[config.mk]
export PLATFORM = sky130hd
export DESIGN_NAME = otter_fetch_queue_flat
export DESIGN_NICKNAME = d
export VERILOG_FILES = /design/src/rtl/otter_fetch_queue_if.sv /design/src/rtl/otter_fetch_queue.sv /design/src/flat_wrapper.sv
export SDC_FILE = /design/constraint.sdc
export NUM_CORES = 1
export LEC_CHECK = 0
export ABC_AREA = 1
export CAP_MARGIN = 0
export CORE_UTILIZATION = 45
export DETAILED_ROUTE_END_ITERATION = 10
export DONT_BUFFER_PORTS = 1
export GPL_TIMING_DRIVEN = 0
export SLEW_MARGIN = 20
export SYNTH_ARGS = -nofsm -noshare
export SYNTH_HDL_FRONTEND = slang
export SYNTH_SLANG_ARGS = --single-unit
[constraint.sdc]
create_clock -name clk -period 5.8 [get_ports clk]
set_clock_uncertainty 0.2 [all_clocks]
set_input_delay 0.87 -clock clk [delete_from_list [all_inputs] [get_ports clk]]
set_output_delay 0.87 -clock clk [all_outputs]
set_load 0.005 [all_outputs]
[src/rtl/otter_fetch_queue_if.sv]
// Bundle between the OTTER fetch queue, instruction memory port 1, execute redirect
// and decode. master = fetch queue side, slave = environment side.
`timescale 1ns/1ps
interface otter_fetch_queue_if #(
  parameter int DEPTH  = 4,
  parameter int ADDR_W = 14
);
  localparam int CW = $clog2(DEPTH) + 1;

  logic              imem_rden;
  logic [ADDR_W-1:0] imem_addr;
  logic [31:0]       imem_rdata;
  logic              redirect_valid;
  logic [31:0]       redirect_pc;
  logic              de_valid;
  logic              de_ready;
  logic [31:0]       de_instr;
  logic [31:0]       de_pc;
  logic [CW-1:0]     fq_count;

  modport master (
    output imem_rden, imem_addr, de_valid, de_instr, de_pc, fq_count,
    input  imem_rdata, redirect_valid, redirect_pc, de_ready
  );

  modport slave (
    input  imem_rden, imem_addr, de_valid, de_instr, de_pc, fq_count,
    output imem_rdata, redirect_valid, redirect_pc, de_ready
  );
endinterface

[src/rtl/otter_fetch_queue.sv]
// OTTER instruction-fetch front end: owns the fetch PC, issues reads to imem port 1
// and buffers returned words in a prefetch FIFO feeding decode; redirects flush it.
`timescale 1ns/1ps
module otter_fetch_queue #(
  parameter int          DEPTH    = 4,
  parameter int          ADDR_W   = 14,
  parameter logic [31:0] RESET_PC = 32'h0000_0000
) (
  input  logic               clk,
  input  logic               rst,
  otter_fetch_queue_if.master bus
);
  localparam int PW = $clog2(DEPTH);
  localparam int CW = PW + 1;
  localparam logic [CW-1:0] FULL = CW'(DEPTH);

  logic [31:0]   fetch_pc_reg;
  logic [31:0]   inflight_pc_reg;
  logic          inflight_reg;
  logic [PW-1:0] rd_ptr_reg;
  logic [PW-1:0] wr_ptr_reg;
  logic [CW-1:0] count_reg;
  logic [31:0]   fifo_pc_reg    [DEPTH];
  logic [31:0]   fifo_instr_reg [DEPTH];

  logic [CW-1:0] occupancy;
  logic          issue;
  logic          push;
  logic          pop;
  logic          head_valid;

  // Credit counts words already buffered plus the one still in flight, so a
  // returning word always has a free slot; a same-cycle pop is not credited.
  assign occupancy  = count_reg + CW'(inflight_reg);
  assign issue      = !bus.redirect_valid && (occupancy < FULL);
  assign push       = inflight_reg && !bus.redirect_valid;
  assign head_valid = (count_reg != '0);
  assign pop        = head_valid && bus.de_ready && !bus.redirect_valid;

  assign bus.imem_rden = issue && !rst;
  assign bus.imem_addr = fetch_pc_reg[ADDR_W+1:2];
  assign bus.de_valid  = head_valid;
  assign bus.de_instr  = head_valid ? fifo_instr_reg[rd_ptr_reg] : '0;
  assign bus.de_pc     = head_valid ? fifo_pc_reg[rd_ptr_reg]    : '0;
  assign bus.fq_count  = count_reg;

  always_ff @(posedge clk or posedge rst) begin
    if (rst) begin
      fetch_pc_reg    <= RESET_PC;
      inflight_pc_reg <= '0;
      inflight_reg    <= 1'b0;
      rd_ptr_reg      <= '0;
      wr_ptr_reg      <= '0;
      count_reg       <= '0;
    end else if (bus.redirect_valid) begin
      // Any word returning this cycle belongs to the old path and is dropped.
      fetch_pc_reg <= bus.redirect_pc & ~32'h0000_0003;
      inflight_reg <= 1'b0;
      rd_ptr_reg   <= '0;
      wr_ptr_reg   <= '0;
      count_reg    <= '0;
    end else begin
      inflight_reg <= issue;
      if (issue) begin
        inflight_pc_reg <= fetch_pc_reg;
        fetch_pc_reg    <= fetch_pc_reg + 32'd4;
      end
      if (push) wr_ptr_reg <= wr_ptr_reg + 1'b1;
      if (pop)  rd_ptr_reg <= rd_ptr_reg + 1'b1;
      case ({push, pop})
        2'b10:   count_reg <= count_reg + 1'b1;
        2'b01:   count_reg <= count_reg - 1'b1;
        default: count_reg <= count_reg;
      endcase
    end
  end

  // Storage has no reset: an entry is only observable once count covers it.
  for (genvar gi = 0; gi < DEPTH; gi++) begin : g_entry
    always_ff @(posedge clk) begin
      if (push && (wr_ptr_reg == PW'(gi))) begin
        fifo_pc_reg[gi]    <= inflight_pc_reg;
        fifo_instr_reg[gi] <= bus.imem_rdata;
      end
    end
  end

  a_no_push_when_full: assert property (@(posedge clk) disable iff (rst)
    !(push && (count_reg == FULL)));

endmodule
[src/flat_wrapper.sv]
// flat-port wrapper written by rule: the top's interface ports become plain ports
module otter_fetch_queue_flat 
#(
  parameter int          DEPTH    = 4,
  parameter int          ADDR_W   = 14,
  parameter logic [31:0] RESET_PC = 32'h0000_0000
)
  (clk, rst, bus_imem_rden, bus_imem_addr, bus_de_valid, bus_de_instr, bus_de_pc, bus_fq_count, bus_imem_rdata, bus_redirect_valid, bus_redirect_pc, bus_de_ready);
  otter_fetch_queue_if #(.DEPTH(DEPTH), .ADDR_W(ADDR_W)) bus_i ();
  input  logic clk;
  input  logic rst;
  output wire logic [$bits(bus_i.imem_rden)-1:0] bus_imem_rden;
  output wire logic [$bits(bus_i.imem_addr)-1:0] bus_imem_addr;
  output wire logic [$bits(bus_i.de_valid)-1:0] bus_de_valid;
  output wire logic [$bits(bus_i.de_instr)-1:0] bus_de_instr;
  output wire logic [$bits(bus_i.de_pc)-1:0] bus_de_pc;
  output wire logic [$bits(bus_i.fq_count)-1:0] bus_fq_count;
  input wire logic [$bits(bus_i.imem_rdata)-1:0] bus_imem_rdata;
  input wire logic [$bits(bus_i.redirect_valid)-1:0] bus_redirect_valid;
  input wire logic [$bits(bus_i.redirect_pc)-1:0] bus_redirect_pc;
  input wire logic [$bits(bus_i.de_ready)-1:0] bus_de_ready;
  assign bus_imem_rden = bus_i.imem_rden;
  assign bus_imem_addr = bus_i.imem_addr;
  assign bus_de_valid = bus_i.de_valid;
  assign bus_de_instr = bus_i.de_instr;
  assign bus_de_pc = bus_i.de_pc;
  assign bus_fq_count = bus_i.fq_count;
  assign bus_i.imem_rdata = bus_imem_rdata;
  assign bus_i.redirect_valid = bus_redirect_valid;
  assign bus_i.redirect_pc = bus_redirect_pc;
  assign bus_i.de_ready = bus_de_ready;
  otter_fetch_queue #(.DEPTH(DEPTH), .ADDR_W(ADDR_W), .RESET_PC(RESET_PC)) u_core (.clk(clk), .rst(rst), .bus(bus_i));
endmodule
==> impl_metrics.json <==
{
  "outcome": "complete, no violations",
  "cp_top_family": "buffers and inverters",
  "place_congestion": 0.8970,
  "dr_total_vias": 8946,
  "fin_crit_sh": 0.5997,
  "postCtsSetupRepairBufs": 0,
  "fin_area_mm2": 0.01534,
  "required_ns": 4.73,
  "synth_ff_type": "edfxtp_1",
  "drive_above_1_share": 0.1003,
  "endpoint_kind": "output port",
  "grt_use_total": 0.2163,
  "worstHoldEndpoint": "u_core.fifo_instr_reg[2][23]",
  "hold_violations": 0,
  "r2r_slack_ns": 3.28,
  "dpl_cell_area_mm2": 0.01428,
  "slew_violations": 0,
  "cp_slowest_cell": "a21oi_1",
  "cts-resized-gates": 0,
  "synth_seq_cells": 316,
  "ant_nets": 0,
  "largest_register_ffs": 128,
  "drt_wl_total_mm": 32.54,
  "path_class": "reg -> out",
  "dieArea_mm2": 0.03053,
  "dr.pass1.iters": 5,
  "placedCellCount": 1649,
  "htreeDepth": 2,
  "hold_path.class": "in -> reg",
  "yosys_warnings": 0,
  "start_util": 0.4627,
  "worstPathArrival_ns": 2.41,
  "die_y_um": 174.7,
  "max_freq_ghz": 0.2875,
  "holdPathStages": 0,
  "avgSynthCellArea_um2": 10.73,
  "overflow": 0,
  "cp_cell_sequence": "buf_2 > inv_2 > buf_4 > clkbuf_1 > o21ai_0 > a21oi_1",
  "hold_buffers": 1,
  "drv_cap": 0,
  "cts_sinks": 316,
  "ios": 151,
  "cts_root_buf": "clkbuf_16",
  "r2r-start": "u_core.bus.fq_count[0]",
  "n_antenna_cell": 0,
  "fin_crit_ns": 3.478,
  "fp-row-count": 62,
  "routed_via_density": 5.232,
  "drtIter0Drc": 657,
  "finalSetupViolCount": 0,
  "cp-start-kind": "register",
  "final.setup.tns_ns": 0,
  "power_density_mw_per_mm2": 445.6,
  "antenna_found_initial": 0,
  "dp_hpwl_mm": 21.94,
  "synth_enable_flop_cells": 248,
  "nNetsFinal": 1376,
  "clockBufferDepth": 3,
  "yosysSeqAreaShare": 0.6815,
  "vdd_drop_max_mv": 0.2358,
  "numCtsBuffers": 34,
  "synth.area.top_cells": "edfxtp_1 55%, dfrtp_1 13%, nor2_1 8.2%",
  "clk_latency_ns": 0.50,
  "yosys.area.top_type": "edfxtp_1",
  "slew_headroom": 0.5321,
  "die_x_um": 174.7,
  "avgRoutedWirePerCell_um": 19.03,
  "startpoint": "u_core.rd_ptr_reg[0]",
  "critPathBufInv": 4,
  "instances_no_fill": 1710,
  "io_buffers": 0,
  "hold_start": "bus_imem_rdata[23]",
  "drc": 0,
  "ys_top_cells_by_count": "292 x nor2_1, 248 x edfxtp_1, 167 x o21ai_0",
  "slowest_delay_ns": 0.40,
  "cts_tree": "yes",
  "first_global_vias": 8659,
  "grt_start_max_net_pins": 50,
  "rsz0062_at_grt": "no",
  "yosysTopAreaCellShare": 0.5548,
  "async_flop_share": 0.2152,
  "final.fill_count": 2612,
  "area_growth_pct": 14.27,
  "p_leak_nw": 5.705,
  "worstMarginPinSlew_ns": 0.7018,
  "core-area_mm2": 0.02901,
  "reg2reg_depth": 11,
  "path_max_fanout": 10,
  "yosysMostFrequentCell": "nor2_1",
  "synth_area_mm2": 0.01342,
  "synth_cell_type_count": 37,
  "reg2reg_to": "u_core.bus.fq_count[2]",
  "syn_inst": 1251,
  "whs_ns": 0.2558,
  "path_clk_slew_ns": 0.06,
  "grt_first_pass_wirelength_mm": 50.30
}
## logic make-up after synthesis
group	Yosys count	synth area share
xor+xnor	10	0.006525
flops	316	0.6815
other cells	1	0.0002793
fa+ha+maj	6	0.006152
buf+inv	140	0.04754
simple gates	527	0.1618
compound gates	251	0.09619
## worst register-to-register path, delay by kind of cell (launching register included)
family,cells,cell delay (ns)
simple gates,5,0.70
flops,1,0.48
fa+ha+maj,1,0.37
xor+xnor,2,0.36
buf+inv,2,0.20
compound gates,1,0.10
## through the flow
stage	power [mW]	setup slack, ns	utilization
floorplan	4.170	1.145	-
global placement	4.777	-1.436	0.4794
detailed placement	4.854	2.369	0.4921
CTS	6.919	2.296	0.5287
global route	7.214	2.123	0.5287
finish	6.835	2.322	0.5287
## report_power, final
| group | leakage, nW | switching [mW] | internal, mW |
|---|---|---|---|
| Sequential | 3.11 | 0.269 | 2.84 |
| Combinational | 2.08 | 1.18 | 0.486 |
| Clock | 0.516 | 0.850 | 1.21 |
## metal layers
layer  global-route usage  vias to the layer above  part of all wire  wire [um]
li1                     -                     4356                 -          -
met4              0.05399                        0             0.019        622
met2               0.3507                      293              0.47      15200
met5                    0                        -                 0          0
met3              0.05265                       43             0.072       2349
met1               0.2927                     4254              0.44      14360
## cell type report
type / instances / area [um^2] / share of cell area
multi-input combinational: 796 / 3671 / 0.2393
inverter: 62 / 235.2 / 0.01533
timing repair buffer: 14 / 345.3 / 0.02251
tap: 384 / 480.5 / 0.03132
clock inverter: 16 / 133.9 / 0.008728
buffer: 78 / 405.4 / 0.02643
clock buffer: 44 / 919.6 / 0.05995
sequential: 316 / 9149 / 0.5964
## cells in the final DEF, fill, tap and decap left out, types with 22 or more instances in the layout
master	Yosys	layout
clkbuf_1	35	43
a21oi_1	67	67
nand3_1	33	33
nand2_1	164	164
o21ai_0	167	167
dfrtp_1	68	68
buf_4	22	22
inv_1	57	56
clkbuf_16	0	35
edfxtp_1	248	248
nor2_1	292	288
## worst max path at each step
stage	cells after the start	end	slack (ns)
2_1_floorplan	4	u_core.fifo_instr_reg[0][0]	1.14
3_3_place_gp	4	u_core.fifo_instr_reg[3][4]	-1.44
3_5_place_dp	6	u_core.fifo_instr_reg[0][4]	2.37
4_1_cts	6	bus_de_pc[11]	2.30
5_1_grt	6	bus_de_pc[17]	2.12
6_report	6	bus_de_pc[12]	2.32
(Power assumes the default switching activity.)
